`src/rtl/sw_evt_trig_pkg.sv`:
```
// Shared types, constants and helpers for the software-event trigger master.
package sw_evt_trig_pkg;

    localparam int unsigned EVT_ID_MAX_W    = 3;
    localparam int unsigned CORE_MASK_MAX_W = 32;
    localparam logic [31:0] EVT_ADDR_STRIDE = 32'd4;

    typedef struct packed {
        logic [EVT_ID_MAX_W-1:0]    evt_id;
        logic [CORE_MASK_MAX_W-1:0] core_mask;
    } sw_evt_trig_entry_t;

    typedef enum logic [1:0] {
        IDLE,
        REQ,
        RESP
    } sw_evt_trig_state_e;

    // An all-zero mask means broadcast, so it absorbs any other mask.
    function automatic logic [CORE_MASK_MAX_W-1:0] merge_core_mask(
        input logic [CORE_MASK_MAX_W-1:0] a,
        input logic [CORE_MASK_MAX_W-1:0] b
    );
        if (a == '0 || b == '0) return '0;
        return a | b;
    endfunction

endpackage

```
`src/rtl/sw_evt_trig_master_if.sv`:
```
// Cluster peripheral interconnect bus (XBAR_PERIPH_BUS) with initiator/target modports.
interface XBAR_PERIPH_BUS #(
    parameter int unsigned ID_WIDTH = 5
);
    logic                req;
    logic [31:0]         add;
    logic                we_n;
    logic [31:0]         wdata;
    logic [3:0]          be;
    logic                gnt;
    logic [ID_WIDTH-1:0] id;
    logic                r_valid;
    logic                r_opc;
    logic [ID_WIDTH-1:0] r_id;
    logic [31:0]         r_rdata;

    modport Master (
        output req, add, we_n, wdata, be, id,
        input  gnt, r_valid, r_opc, r_id, r_rdata
    );

    modport Slave (
        input  req, add, we_n, wdata, be, id,
        output gnt, r_valid, r_opc, r_id, r_rdata
    );
endinterface

```
`src/rtl/sw_evt_trig_fifo.sv`:
```
// Synchronous trigger queue with an extra tail read/modify port used for coalescing.
module sw_evt_trig_fifo
    import sw_evt_trig_pkg::*;
#(
    parameter int unsigned DEPTH = 4
) (
    input  logic                       clk_i,
    input  logic                       rst_ni,
    input  logic                       push_i,
    input  sw_evt_trig_entry_t         push_data_i,
    input  logic                       pop_i,
    output sw_evt_trig_entry_t         head_o,
    output sw_evt_trig_entry_t         tail_o,
    input  logic                       tail_wr_i,
    input  sw_evt_trig_entry_t         tail_wdata_i,
    output logic                       empty_o,
    output logic                       full_o,
    output logic [$clog2(DEPTH):0]     count_o
);
    localparam int unsigned PTR_W = $clog2(DEPTH);
    localparam int unsigned CNT_W = PTR_W + 1;

    sw_evt_trig_entry_t mem_q [DEPTH];
    sw_evt_trig_entry_t mem_d [DEPTH];
    logic [PTR_W-1:0]   wr_ptr_q, wr_ptr_d;
    logic [PTR_W-1:0]   rd_ptr_q, rd_ptr_d;
    logic [CNT_W-1:0]   count_q, count_d;
    logic [PTR_W-1:0]   tail_ptr;

    assign tail_ptr = wr_ptr_q - 1'b1;
    assign head_o   = mem_q[rd_ptr_q];
    assign tail_o   = mem_q[tail_ptr];
    assign empty_o  = (count_q == '0);
    assign full_o   = (count_q == CNT_W'(DEPTH));
    assign count_o  = count_q;

    always_comb begin
        mem_d    = mem_q;
        wr_ptr_d = wr_ptr_q;
        rd_ptr_d = rd_ptr_q;
        count_d  = count_q;
        if (tail_wr_i) mem_d[tail_ptr] = tail_wdata_i;
        if (push_i) begin
            mem_d[wr_ptr_q] = push_data_i;
            wr_ptr_d        = wr_ptr_q + 1'b1;
        end
        if (pop_i) rd_ptr_d = rd_ptr_q + 1'b1;
        case ({push_i, pop_i})
            2'b10:   count_d = count_q + 1'b1;
            2'b01:   count_d = count_q - 1'b1;
            default: count_d = count_q;
        endcase
    end

    always_ff @(posedge clk_i or negedge rst_ni) begin
        if (!rst_ni) begin
            mem_q    <= '{default: '0};
            wr_ptr_q <= '0;
            rd_ptr_q <= '0;
            count_q  <= '0;
        end else begin
            mem_q    <= mem_d;
            wr_ptr_q <= wr_ptr_d;
            rd_ptr_q <= rd_ptr_d;
            count_q  <= count_d;
        end
    end
endmodule

```
`src/rtl/sw_evt_trig_master.sv`:
```
// Turns queued software-event trigger requests into single-word writes on the peripheral bus.
// Optional tail coalescing of same-event triggers: define SW_EVT_TRIG_COALESCE_EN.
module sw_evt_trig_master
    import sw_evt_trig_pkg::*;
#(
    parameter int unsigned NB_CORES   = 4,
    parameter int unsigned NB_SW_EVT  = 8,
    parameter int unsigned FIFO_DEPTH = 4,
    parameter logic [31:0] BASE_ADDR  = 32'h0000_0000
) (
    input  logic                         clk_i,
    input  logic                         rst_ni,
    input  logic                         trig_valid_i,
    output logic                         trig_ready_o,
    input  logic [$clog2(NB_SW_EVT)-1:0] trig_evt_id_i,
    input  logic [NB_CORES-1:0]          trig_core_mask_i,
    output logic                         trig_done_o,
    output logic                         busy_o,
    XBAR_PERIPH_BUS.Master               periph_int_bus_master
);
    localparam int unsigned CNT_W = $clog2(FIFO_DEPTH) + 1;

    sw_evt_trig_entry_t push_entry, fifo_head, fifo_tail, tail_wdata;
    logic               fifo_push, fifo_pop, fifo_empty, fifo_full, tail_wr;
    logic               coal_hit, accept;
    logic [CNT_W-1:0]   fifo_count;

    sw_evt_trig_state_e state_q, state_d;
    logic               req_q, req_d;
    logic               we_n_q, we_n_d;
    logic [31:0]        add_q, add_d;
    logic [31:0]        wdata_q, wdata_d;
    logic [3:0]         be_q, be_d;
    logic               done_q, done_d;

    sw_evt_trig_fifo #(
        .DEPTH (FIFO_DEPTH)
    ) u_fifo (
        .clk_i        (clk_i),
        .rst_ni       (rst_ni),
        .push_i       (fifo_push),
        .push_data_i  (push_entry),
        .pop_i        (fifo_pop),
        .head_o       (fifo_head),
        .tail_o       (fifo_tail),
        .tail_wr_i    (tail_wr),
        .tail_wdata_i (tail_wdata),
        .empty_o      (fifo_empty),
        .full_o       (fifo_full),
        .count_o      (fifo_count)
    );

    always_comb begin
        push_entry.evt_id    = EVT_ID_MAX_W'(trig_evt_id_i);
        push_entry.core_mask = CORE_MASK_MAX_W'(trig_core_mask_i);
`ifdef SW_EVT_TRIG_COALESCE_EN
        // The tail is off-limits when it is the single entry being popped this cycle.
        coal_hit = !fifo_empty && !(fifo_pop && fifo_count == CNT_W'(1))
                   && (fifo_tail.evt_id == push_entry.evt_id);
        tail_wdata           = fifo_tail;
        tail_wdata.core_mask = merge_core_mask(fifo_tail.core_mask, push_entry.core_mask);
`else
        coal_hit   = 1'b0;
        tail_wdata = '0;
`endif
        trig_ready_o = !fifo_full || coal_hit;
        accept       = trig_valid_i && trig_ready_o;
        fifo_push    = accept && !coal_hit;
        tail_wr      = accept && coal_hit;
    end

`ifndef SW_EVT_TRIG_COALESCE_EN
    logic unused_coal;
    assign unused_coal = ^{fifo_tail, fifo_count};
`endif

    always_comb begin
        state_d  = state_q;
        req_d    = req_q;
        we_n_d   = we_n_q;
        add_d    = add_q;
        wdata_d  = wdata_q;
        be_d     = be_q;
        done_d   = 1'b0;
        fifo_pop = 1'b0;
        case (state_q)
            IDLE: if (!fifo_empty) begin
                fifo_pop = 1'b1;
                req_d    = 1'b1;
                we_n_d   = 1'b0;
                be_d     = 4'hF;
                add_d    = BASE_ADDR + 32'(fifo_head.evt_id) * EVT_ADDR_STRIDE;
                wdata_d  = 32'(fifo_head.core_mask);
                state_d  = REQ;
            end
            REQ: if (periph_int_bus_master.gnt) begin
                req_d   = 1'b0;
                state_d = RESP;
            end
            RESP: if (periph_int_bus_master.r_valid) begin
                done_d  = 1'b1;
                state_d = IDLE;
            end
            default: state_d = IDLE;
        endcase
    end

    always_ff @(posedge clk_i or negedge rst_ni) begin
        if (!rst_ni) begin
            state_q <= IDLE;
            req_q   <= 1'b0;
            we_n_q  <= 1'b1;
            add_q   <= '0;
            wdata_q <= '0;
            be_q    <= '0;
            done_q  <= 1'b0;
        end else begin
            state_q <= state_d;
            req_q   <= req_d;
            we_n_q  <= we_n_d;
            add_q   <= add_d;
            wdata_q <= wdata_d;
            be_q    <= be_d;
            done_q  <= done_d;
        end
    end

    assign periph_int_bus_master.req   = req_q;
    assign periph_int_bus_master.we_n  = we_n_q;
    assign periph_int_bus_master.add   = add_q;
    assign periph_int_bus_master.wdata = wdata_q;
    assign periph_int_bus_master.be    = be_q;
    assign periph_int_bus_master.id    = '0;

    assign trig_done_o = done_q;
    assign busy_o      = (state_q != IDLE) || !fifo_empty;

    logic unused_rsp;
    assign unused_rsp = ^{periph_int_bus_master.r_opc, periph_int_bus_master.r_id,
                          periph_int_bus_master.r_rdata};
endmodule

```
`src/flat_wrapper.sv`:
```
// flat-port wrapper written by rule: the top's interface ports become plain ports
module sw_evt_trig_master_flat import sw_evt_trig_pkg::*;
#(
    parameter int unsigned NB_CORES   = 4,
    parameter int unsigned NB_SW_EVT  = 8,
    parameter int unsigned FIFO_DEPTH = 4,
    parameter logic [31:0] BASE_ADDR  = 32'h0000_0000
)
  (clk_i, rst_ni, trig_valid_i, trig_ready_o, trig_evt_id_i, trig_core_mask_i, trig_done_o, busy_o, periph_int_bus_master_req, periph_int_bus_master_add, periph_int_bus_master_we_n, periph_int_bus_master_wdata, periph_int_bus_master_be, periph_int_bus_master_id, periph_int_bus_master_gnt, periph_int_bus_master_r_valid, periph_int_bus_master_r_opc, periph_int_bus_master_r_id, periph_int_bus_master_r_rdata);
  XBAR_PERIPH_BUS #(.ID_WIDTH(5)) periph_int_bus_master_i ();
  input  logic clk_i;
  input  logic rst_ni;
  input  logic trig_valid_i;
  output logic trig_ready_o;
  input  logic [$clog2(NB_SW_EVT)-1:0] trig_evt_id_i;
  input  logic [NB_CORES-1:0] trig_core_mask_i;
  output logic trig_done_o;
  output logic busy_o;
  output wire logic [$bits(periph_int_bus_master_i.req)-1:0] periph_int_bus_master_req;
  output wire logic [$bits(periph_int_bus_master_i.add)-1:0] periph_int_bus_master_add;
  output wire logic [$bits(periph_int_bus_master_i.we_n)-1:0] periph_int_bus_master_we_n;
  output wire logic [$bits(periph_int_bus_master_i.wdata)-1:0] periph_int_bus_master_wdata;
  output wire logic [$bits(periph_int_bus_master_i.be)-1:0] periph_int_bus_master_be;
  output wire logic [$bits(periph_int_bus_master_i.id)-1:0] periph_int_bus_master_id;
  input wire logic [$bits(periph_int_bus_master_i.gnt)-1:0] periph_int_bus_master_gnt;
  input wire logic [$bits(periph_int_bus_master_i.r_valid)-1:0] periph_int_bus_master_r_valid;
  input wire logic [$bits(periph_int_bus_master_i.r_opc)-1:0] periph_int_bus_master_r_opc;
  input wire logic [$bits(periph_int_bus_master_i.r_id)-1:0] periph_int_bus_master_r_id;
  input wire logic [$bits(periph_int_bus_master_i.r_rdata)-1:0] periph_int_bus_master_r_rdata;
  assign periph_int_bus_master_req = periph_int_bus_master_i.req;
  assign periph_int_bus_master_add = periph_int_bus_master_i.add;
  assign periph_int_bus_master_we_n = periph_int_bus_master_i.we_n;
  assign periph_int_bus_master_wdata = periph_int_bus_master_i.wdata;
  assign periph_int_bus_master_be = periph_int_bus_master_i.be;
  assign periph_int_bus_master_id = periph_int_bus_master_i.id;
  assign periph_int_bus_master_i.gnt = periph_int_bus_master_gnt;
  assign periph_int_bus_master_i.r_valid = periph_int_bus_master_r_valid;
  assign periph_int_bus_master_i.r_opc = periph_int_bus_master_r_opc;
  assign periph_int_bus_master_i.r_id = periph_int_bus_master_r_id;
  assign periph_int_bus_master_i.r_rdata = periph_int_bus_master_r_rdata;
  sw_evt_trig_master #(.NB_CORES(NB_CORES), .NB_SW_EVT(NB_SW_EVT), .FIFO_DEPTH(FIFO_DEPTH), .BASE_ADDR(BASE_ADDR)) u_core (.clk_i(clk_i), .rst_ni(rst_ni), .trig_valid_i(trig_valid_i), .trig_ready_o(trig_ready_o), .trig_evt_id_i(trig_evt_id_i), .trig_core_mask_i(trig_core_mask_i), .trig_done_o(trig_done_o), .busy_o(busy_o), .periph_int_bus_master(periph_int_bus_master_i));
endmodule
```
`config.mk`:
```
export PLATFORM = sky130hd
export DESIGN_NAME = sw_evt_trig_master_flat
export DESIGN_NICKNAME = d
export VERILOG_FILES = /design/src/rtl/sw_evt_trig_pkg.sv /design/src/rtl/sw_evt_trig_master_if.sv /design/src/rtl/sw_evt_trig_fifo.sv /design/src/rtl/sw_evt_trig_master.sv /design/src/flat_wrapper.sv
export SDC_FILE = /design/constraint.sdc
export NUM_CORES = 1
export LEC_CHECK = 0
export BUFFER_PORTS_ARGS = -buffer_cell sky130_fd_sc_hd__clkbuf_2
export CAP_MARGIN = 20
export CORE_MARGIN = 2
export CORE_UTILIZATION = 32
export CTS_CLUSTER_DIAMETER = 50
export DETAILED_ROUTE_END_ITERATION = 12
export PLACE_DENSITY_LB_ADDON = 0.12
export SETUP_SLACK_MARGIN = 0.5
export SKIP_LAST_GASP = 1
export SLEW_MARGIN = 20
export SYNTH_ARGS = -nofsm -noshare
export SYNTH_HDL_FRONTEND = slang
export SYNTH_SLANG_ARGS = --single-unit
```
`constraint.sdc`:
```
create_clock -name clk_i -period 2 [get_ports clk_i]
set_input_delay 0.4 -clock clk_i [delete_from_list [all_inputs] [get_ports clk_i]]
set_output_delay 0.4 -clock clk_i [all_outputs]
set_load 0.01 [all_outputs]
```
=== Yosys cells after proc, flatten, opt, wreduce, memory -nomap -nowiden ===
Cells that the tools add are included.

* Register bits: 188
* Output and inout port bits: 78
* Word-level logic and storage cells: 67

* Add/sub/neg operators: 4
* Magnitude comparators: 3
* Eq/ne operators: 8
* Muxes and demuxes: 18
* Bitwise operators: 3
* Reduce and logical (&&, ||, !) cells: 13

{| class="wikitable"
|+ Operators by type and width
! cell !! count
|-
| $bwmux W140 || 1
|-
| $mux W35 || 3
|-
| $bmux W35 S2 || 1
|-
| $demux W35 S2 || 1
|-
| $ge A3 B3 Y1 const B || 2
|-
| $mux W1 || 6
|-
| $mux W2 || 3
|-
| $ne A2 B2 Y1 const B || 3
|-
| $not A2 Y3 || 2
|-
| $pmux W2 S3 || 1
|-
| $pmux W3 S2 || 1
|-
| $reduce_and A3 Y1 || 2
|-
| $reduce_bool A2 Y1 || 3
|-
| $add A2 B1 Y2 const B || 2
|-
| $eq A2 B1 Y1 const B || 2
|-
| $eq A2 B2 Y1 const B || 2
|-
| $add A3 B1 Y3 const B || 1
|-
| $eq A3 B3 Y1 const B || 1
|-
| $logic_not A3 Y1 || 1
|-
| $lt A3 B1 Y1 const B || 1
|-
| $sub A3 B1 Y3 const B || 1
|-
| $logic_and A1 B1 Y1 || 2
|-
| $logic_not A1 Y1 || 2
|-
| $logic_not A2 Y1 || 1
|-
| 4 further kinds || 4
|}

=== Depth between registers and ports, before layout ===
Gate-level depths: netlist of run 1.

* Depth in word-level cells: 6
* Gate-level depth with buffers: 10
* Gate-level depth less buffers: 9

=== Cells and area by module ===
Synthesis of run 1 repeated with hierarchy kept, for this count alone.

* Cells, all modules: 873
* Area total of the unflattened synthesis: 10654.0 µm²

{| class="wikitable"
|+ Modules (own cells, without submodules)
! module !! instances !! cells each !! area each (µm²) !! seq. area each (µm²)
|-
| sw_evt_trig_fifo || 1 || 736 || 8729.6 || 3678.5
|-
| sw_evt_trig_master || 1 || 137 || 1924.3 || 1027.2
|}

=== Least setup slack after synthesis of run 1 ===
OpenSTA, ideal clock, no wires.

* Kind: register to register
* Start point: register u_core.u_fifo.count_q[0], in the netlist u_core.u_fifo.count_o[0]
* End point: register u_core.u_fifo.count_q[2], in the netlist u_core.u_fifo.count_o[2]
* Data arrival time: 2.052 ns
* Data required time: 1.921 ns
* Path slack: -0.132 ns
* Cell stages (with the launch flop): 10
* Buffers on the path: 1
* Cells stage by stage: dfrtp_1 > or3b_1 > buf_6 > nand2_2 > ha_1 > inv_1 > fa_1 > xor2_1 > nor2_1 > xor2_1

* Longest elaborated chain between the ends: 5
* Elaborated cells between the ends (all ways): 12
* Those cells by class: add/sub (2); eq/ne (3); mux (3); reduce/logical (4)

{| class="wikitable"
|+ Ends and longest elaborated chain
! element !! line !! source
|-
| from (decl) || sw_evt_trig_fifo.sv:27 || <nowiki>logic [CNT_W-1:0] count_q, count_d;</nowiki>
|-
| from (signal assigned) || sw_evt_trig_fifo.sv:65 || <nowiki>count_q <= count_d;</nowiki>
|-
| $eq A3 B3 Y1 * || sw_evt_trig_fifo.sv:34 || <nowiki>assign full_o = (count_q == CNT_W'(DEPTH));</nowiki>
|-
| $logic_not A1 Y1 * || sw_evt_trig_master.sv:66 || <nowiki>trig_ready_o = !fifo_full || coal_hit;</nowiki>
|-
| via trig_ready_o || flat_wrapper.sv:14 || <nowiki>output logic trig_ready_o;</nowiki>
|-
| $logic_and A1 B1 Y1 * || sw_evt_trig_master.sv:67 || <nowiki>accept = trig_valid_i && trig_ready_o;</nowiki>
|-
| $eq A2 B1 Y1 or $eq A2 B2 Y1 (tied branches) || sw_evt_trig_fifo.sv:48 || <nowiki>case ({push_i, pop_i})</nowiki>
|-
| $pmux W3 S2 or $reduce_bool A2 Y1 (tied branches) || - ||
|}

The timed path passes the listed nets; every way through them passes the cells marked *.
A chain may end at the register's enable or synchronous reset.

=== Worst setup path in the final report of run 1 ===
* Start point: register u_core.u_fifo.count_q[0], in the netlist u_core.u_fifo.count_o[0]
* End point: output busy_o

* Longest elaborated chain between the ends: 3

{| class="wikitable"
|+ Ends and longest elaborated chain
! element !! line !! source
|-
| $logic_not A3 Y1 || sw_evt_trig_fifo.sv:33 || <nowiki>assign empty_o = (count_q == '0);</nowiki>
|-
| $logic_not A1 Y1 || - ||
|-
| $logic_or A1 B1 Y1 || sw_evt_trig_master.sv:136 || <nowiki>assign busy_o = (state_q != IDLE) || !fifo_empty;</nowiki>
|-
| to (decl) || flat_wrapper.sv:18 || <nowiki>output logic busy_o;</nowiki>
|}

No other way between the ends.

==> results of run 1 <==
## layout make-up
| class | count | area [sq um] |
|---|---|---|
| Sequential cell | 48 | 1200 |
| Fill cell | 813 | 5180 |
| Multi-Input combinational cell | 140 | 1170 |
| Clock inverter | 2 | 60.1 |
| Inverter | 7 | 26.3 |
| Tap cell | 105 | 131 |
| Timing Repair Buffer | 39 | 285 |
| Clock buffer | 6 | 72.6 |
## per-stage QoR
stage	hold slack, ns	instance area (sq um)	setup slack (ns)
2_1_floorplan	0.104	2930	0.0662
3_3_place_gp	0.417	2730	0.0704
3_5_place_dp	0.425	2730	0.0818
4_1_cts	0.0881	2940	-0.0430
5_1_grt	0.0888	2950	-0.0912
6_report	0.0775	2950	-0.0272
## routing by layer
| layer | part of all wire [%] | GRT usage, % | vias up | wire [microns] |
|---|---|---|---|---|
| met5 | 0 | 0 | - | 0 |
| met4 | 1.8 | 4.35 | 0 | 77 |
| met3 | 5.5 | 2.61 | 6 | 236 |
| met2 | 51 | 17.0 | 54 | 2170 |
| met1 | 42 | 12.9 | 672 | 1790 |
| li1 | - | - | 628 | - |
## worst max path at each step
stage                                                     from                              endpoint  slack (ns)
after floorplan           u_core.u_fifo.count_o[0]$_DFFE_PN0P_  u_core.u_fifo.count_o[2]$_DFFE_PN0P_        0.07
after detailed placement  u_core.u_fifo.count_o[1]$_DFFE_PN0P_  u_core.u_fifo.count_o[2]$_DFFE_PN0P_        0.08
after global placement    u_core.u_fifo.count_o[1]$_DFFE_PN0P_  u_core.u_fifo.count_o[2]$_DFFE_PN0P_        0.07
after global routing      u_core.u_fifo.count_o[0]$_DFFE_PN0P_                                busy_o       -0.09
final                     u_core.u_fifo.count_o[0]$_DFFE_PN0P_                                busy_o       -0.03
after CTS                 u_core.u_fifo.count_o[0]$_DFFE_PN0P_                                busy_o       -0.04
## cells in the final DEF, fill, tap and decap left out, types with 3 or more instances in the layout
cell type,n
buf_4,8
clkbuf_2,26
clkbuf_8,5
conb_1,62
dfrtp_1,47
ha_1,4
inv_1,5
mux2_2,29
mux2_4,7
mux4_2,7
nand2b_1,3
nand3_4,4
nor2_1,3
xnor2_1,4
## logic make-up (layout without fill, tap and decap cells)
group	Yosys count	count (layout)	share of synthesized area (%)
AOI/OAI and AO/OA	2	2	0.375
xor gates and xnor gates	6	6	1.97
adders and majority gates	6	6	3.09
buffers and inverters	77	54	20.9
DFF	48	48	45.0
muxes	44	44	22.4
other	1	62	0.140
and+or+nand+nor	20	20	6.00
## registers in the layout (all words and copies together) (netlist names)
| register | count |
|---|---|
| u_core.state_q | 2 |
| u_core.periph_int_bus_master.wdata | 4 |
| u_core.periph_int_bus_master.be | 1 |
| u_core.periph_int_bus_master.add | 3 |
| u_core.periph_int_bus_master.we_n | 1 |
| u_core.u_fifo.mem_q | 28 |
| u_core.trig_done_o | 1 |
| u_core.u_fifo.count_o | 3 |
| u_core.u_fifo.wr_ptr_q | 2 |
| u_core.u_fifo.rd_ptr_q | 2 |
| u_core.periph_int_bus_master.req | 1 |
## worst max-delay path: stages (launching register included)
cell and delay, ns:
dfrtp_1 0.40, buf_6 0.12, or3_4 0.35, or3_4 0.34, buf_6 0.13
## power groups by stage
stage	clock network (mW)	registers [mW]	logic [mW]
after global placement	0	1.77	1.94
after floorplan	0	1.70	1.66
final	0.831	1.75	2.17
after detailed placement	0	1.77	1.97
after global routing	0.899	1.83	2.40
after CTS	0.858	1.76	2.20
## repair_timing
item,4_1_cts,5_1_grt
gates resized for setup,4,3
pin swaps,4,1
setup buffers,3,1
gates cloned,1,0
endpoints found under the setup margin,39,45
==> impl_metrics.env, run 1 <==
export IMPL_required_ns=1.60
export IMPL_yosys_top_cells_area="dfrtp_1 44%, buf_4 19%, mux2_2 12%"
export IMPL_drive_above_1_share_pct=42.1
export IMPL_r2r_cells=11
export IMPL_critPathKind="flip-flop to primary output"
export IMPL_worstPathArrival_ns=1.63
export IMPL_r2r_slack_ns=0.01
export IMPL_violations="setup timing"
export IMPL_timing_fmax_ghz=0.493
export IMPL_maxSlewViolCount=0
export IMPL_syn_area_sq_mm=0.00267
export IMPL_ctsHoldBuffers=0
export IMPL_worst_slack_ns=-0.0272
export IMPL_sw_frac_of_total_pct=30.8
export IMPL_ioPinCount=128
export IMPL_status="finished with violations"
export IMPL_synth_seq_cells=48
export IMPL_syn_inst=204
export IMPL_clock_latency_ns=0.30
export IMPL_leakagePower_nw=1.42
export IMPL_rows=33
export IMPL_comb_power_share_pct=45.6
export IMPL_p_clk_share_pct=17.5
export IMPL_yosysMostFrequentCell="buf_4"
export IMPL_fin_cells=347
export IMPL_max_clock_path_buffers=2
export IMPL_synth_edf_count=0
export IMPL_reg2reg_to="u_core.u_fifo.count_o[2]$_DFFE_PN0P_"
export IMPL_die_height_microns=95.3
export IMPL_synth_top_area_share_pct=44.0
export IMPL_period_needed_ns=2.03
export IMPL_io_buffers=27
export IMPL_final_nets=297
export IMPL_rsz0062_at_grt="yes"
export IMPL_crit_fanout=2
export IMPL_cp_end_kind="primary output"
export IMPL_intPower_mw=3.29
export IMPL_pwr_share_seq_pct=36.9
export IMPL_power_mw=4.75
export IMPL_grt_max_degree=49
export IMPL_route_detailed_wl_per_inst_microns=12.3
export IMPL_start_kind="flip-flop"
export IMPL_antenna_found_initial=0
export IMPL_clockRootBuffer="clkbuf_8"
export IMPL_ys_warn_count=0
export IMPL_seq_area_frac_synth_pct=45.0
export IMPL_fin_crit_sh_pct=101
export IMPL_cts_made_buffers=5
export IMPL_p_sw_mw=1.46
export IMPL_first_pass_iters=2
export IMPL_r2r_start="u_core.u_fifo.count_o[0]$_DFFE_PN0P_"
export IMPL_vias_per_cell=3.92
export IMPL_setup_tns_ns=-0.0272
export IMPL_ys_flop_type="dfrtp_1"
export IMPL_clock_sinks=48
export IMPL_drt_iter0_markers=9
export IMPL_hpwl_microns=2900
export IMPL_drt_wl_total_microns=4270
export IMPL_yosys_top_cells_count="66 x buf_4, 47 x dfrtp_1, 29 x mux2_2"
export IMPL_cts_tree="done"
export IMPL_clock_skew_ns=0.0110
export IMPL_grt_pass1_wl_microns=6820
export IMPL_async_reset_ff_share_pct=100
export IMPL_fin_util_pct=36.3
export IMPL_antennaDiodeCount=0
export IMPL_die_w_microns=95.3
export IMPL_path_clk_slew_ns=0.08
export IMPL_die_area_sq_mm=0.00909
export IMPL_finalHoldViolations=0
export IMPL_setup_viol=1
export IMPL_grt_ovfl_total=0
export IMPL_synth_cell_types=26
export IMPL_hold_class="primary input to async pin"
export IMPL_numPlacedInstances=334
export IMPL_yosys_area_top_type="dfrtp_1"
export IMPL_grt_pass1_vias=1246
export IMPL_postRouteAntennaNets=0
export IMPL_ir_drop_mv=0.404
export IMPL_gr_usage_all_layers_pct=10.4
export IMPL_vias=1360
export IMPL_gp_congestion=0.643
export IMPL_drc_errors=0
export IMPL_core_sq_mm=0.00813
export IMPL_area_growth_pct=10.5
export IMPL_cellPowerDensity_mw_per_mm2=1610
export IMPL_initial_core_util_pct=32.8
export IMPL_htreeDepth=2
export IMPL_syn_avg_cell_area_sq_um=13.1
export IMPL_cap_viol_max_count=0
(Power assumes the default switching activity.)
==> run 2: changes to the inputs <==
Settings changed: CTS_BUF_LIST set to sky130_fd_sc_hd__clkbuf_8.
==> impl_metrics.env, run 2 (synthesized netlist as in run 1, its figures left out) <==
export IMPL_power_mw=4.75
export IMPL_worstPathArrival_ns=1.63
export IMPL_postRouteAntennaNets=0
export IMPL_antennaDiodeCount=0
export IMPL_comb_power_share_pct=45.7
export IMPL_reg2reg_to="u_core.u_fifo.count_o[2]$_DFFE_PN0P_"
export IMPL_clockRootBuffer="clkbuf_8"
export IMPL_ir_drop_mv=0.404
export IMPL_critPathBufInv=2
export IMPL_path_clk_slew_ns=0.08
export IMPL_htreeDepth=2
export IMPL_cap_viol_max_count=0
export IMPL_rsz0062_at_grt="yes"
export IMPL_fin_util_pct=36.3
export IMPL_crit_fanout=2
export IMPL_rows=33
export IMPL_leakagePower_nw=1.43
export IMPL_critPathKind="flip-flop to primary output"
export IMPL_first_pass_iters=2
export IMPL_pre_cts_slack_ns=0.0818
export IMPL_numPlacedInstances=334
export IMPL_drc_errors=0
export IMPL_top_register="u_core.u_fifo.mem_q"
export IMPL_vias=1360
export IMPL_die_w_microns=95.3
export IMPL_final_common_cell="conb_1"
export IMPL_die_area_sq_mm=0.00909
export IMPL_cts_made_buffers=5
export IMPL_critPathTopFamily="simple AND/OR/NAND/NOR gates"
export IMPL_clock_sinks=48
export IMPL_ioPinCount=128
export IMPL_r2r_slack_ns=0.01
export IMPL_largest_reg_flops=28
export IMPL_most_common_layout_cells="62 x conb_1, 47 x dfrtp_1, 29 x mux2_2"
export IMPL_period_needed_ns=2.03
export IMPL_setup_viol=1
export IMPL_route_detailed_wl_per_inst_microns=12.3
export IMPL_sw_frac_of_total_pct=30.8
export IMPL_intPower_mw=3.29
export IMPL_required_ns=1.60
export IMPL_core_sq_mm=0.00813
export IMPL_p_sw_mw=1.46
export IMPL_clock_latency_ns=0.30
export IMPL_cellPowerDensity_mw_per_mm2=1610
export IMPL_clock_skew_ns=0.0113
export IMPL_gr_usage_all_layers_pct=10.4
export IMPL_grt_pass1_wl_microns=6820
export IMPL_pwr_share_seq_pct=36.9
export IMPL_max_clock_path_buffers=2
export IMPL_cp_end_kind="primary output"
export IMPL_timing_fmax_ghz=0.493
export IMPL_grt_ovfl_total=0
export IMPL_drive_above_1_share_pct=42.1
export IMPL_fin_cells=347
export IMPL_cp_cell_sequence="buf_6 -> or3_4 -> or3_4 -> buf_6"
export IMPL_start_kind="flip-flop"
export IMPL_final_nets=297
export IMPL_io_buffers=27
export IMPL_fin_crit_sh_pct=101
export IMPL_gp_congestion=0.643
export IMPL_area_growth_pct=10.5
export IMPL_worst_slack_ns=-0.0272
export IMPL_r2r_start="u_core.u_fifo.count_o[0]$_DFFE_PN0P_"
export IMPL_p_clk_share_pct=17.4
export IMPL_grt_max_degree=49
export IMPL_r2r_cells=11
export IMPL_vias_per_cell=3.92
export IMPL_slowest_stage="dfrtp_1"
export IMPL_cp_slowest_stage_delay_ns=0.40
export IMPL_status="finished with violations"
export IMPL_initial_core_util_pct=32.8
export IMPL_hold_class="primary input to async pin"
export IMPL_violations="setup timing"
export IMPL_drt_wl_total_microns=4270
export IMPL_finalHoldViolations=0
export IMPL_die_height_microns=95.3
export IMPL_grt_pass1_vias=1246
export IMPL_maxSlewViolCount=0
export IMPL_cts_tree="done"
export IMPL_hpwl_microns=2900
export IMPL_drt_iter0_markers=9
export IMPL_antenna_found_initial=0
-- run 2: worst max-delay path by stage --
stage / from / to / cells after the start
floorplan: u_core.u_fifo.count_o[0]$_DFFE_PN0P_ / u_core.u_fifo.count_o[2]$_DFFE_PN0P_ / 9
global placement: u_core.u_fifo.count_o[1]$_DFFE_PN0P_ / u_core.u_fifo.count_o[2]$_DFFE_PN0P_ / 8
detailed placement: u_core.u_fifo.count_o[1]$_DFFE_PN0P_ / u_core.u_fifo.count_o[2]$_DFFE_PN0P_ / 8
CTS: u_core.u_fifo.count_o[0]$_DFFE_PN0P_ / busy_o / 4
global route: u_core.u_fifo.count_o[0]$_DFFE_PN0P_ / busy_o / 4
finish: u_core.u_fifo.count_o[0]$_DFFE_PN0P_ / busy_o / 4
-- run 2: layout make-up --
| class | instances | area (sq um) |
|---|---|---|
| clock buffer | 5 | 68.8 |
| clock inverter | 3 | 63.8 |
| fill | 813 | 5180 |
| inverter | 7 | 26.3 |
| multi-input combinational | 140 | 1170 |
| sequential | 48 | 1200 |
| tap | 105 | 131 |
| timing repair buffer | 39 | 285 |
-- run 2: power by group through the flow --
stage               clock [mW]  sequential (mW)  combinational (mW)
finish                   0.827             1.75                2.17
floorplan                    0             1.70                1.66
CTS                      0.854             1.76                2.20
detailed placement           0             1.77                1.97
global route             0.894             1.83                2.40
global placement             0             1.77                1.94
-- run 2: stage by stage --
stage	hold WS [ns]	instance area (sq um)	TNS [ns]
after floorplan	0.104	2930	0
after global placement	0.417	2730	0
after detailed placement	0.425	2730	0
after CTS	0.0878	2940	-0.0461
after global routing	0.0888	2950	-0.209
final	0.0775	2950	-0.0272
-- run 2: worst register-to-register path: cells and delay by family, from the launching register on --
kind	cells	cell delay, ns
adders and majority gates	2	0.34
DFF	1	0.40
buffers and inverters	4	0.37
xor gates and xnor gates	2	0.29
and+or+nand+nor	3	0.49
-- run 2: what timing repair did --
| action | CTS | global route |
|---|---|---|
| setup buffers | 3 | 1 |
| pin swaps | 4 | 1 |
| hold buffers | 0 | 0 |
| gates cloned | 1 | 0 |
| setup endpoints to repair | 39 | 45 |
| gates resized for setup | 4 | 3 |
-- run 2: per-layer routing --
layer / up-vias / GRT usage (%) / part of all wire (%) / routed length (microns)
met1: 672 / 12.9 / 42 / 1790
met4: 0 / 4.35 / 1.8 / 77
met3: 6 / 2.61 / 5.5 / 236
li1: 628 / - / - / -
met2: 54 / 17.0 / 51 / 2170
met5: - / 0 / 0 / 0
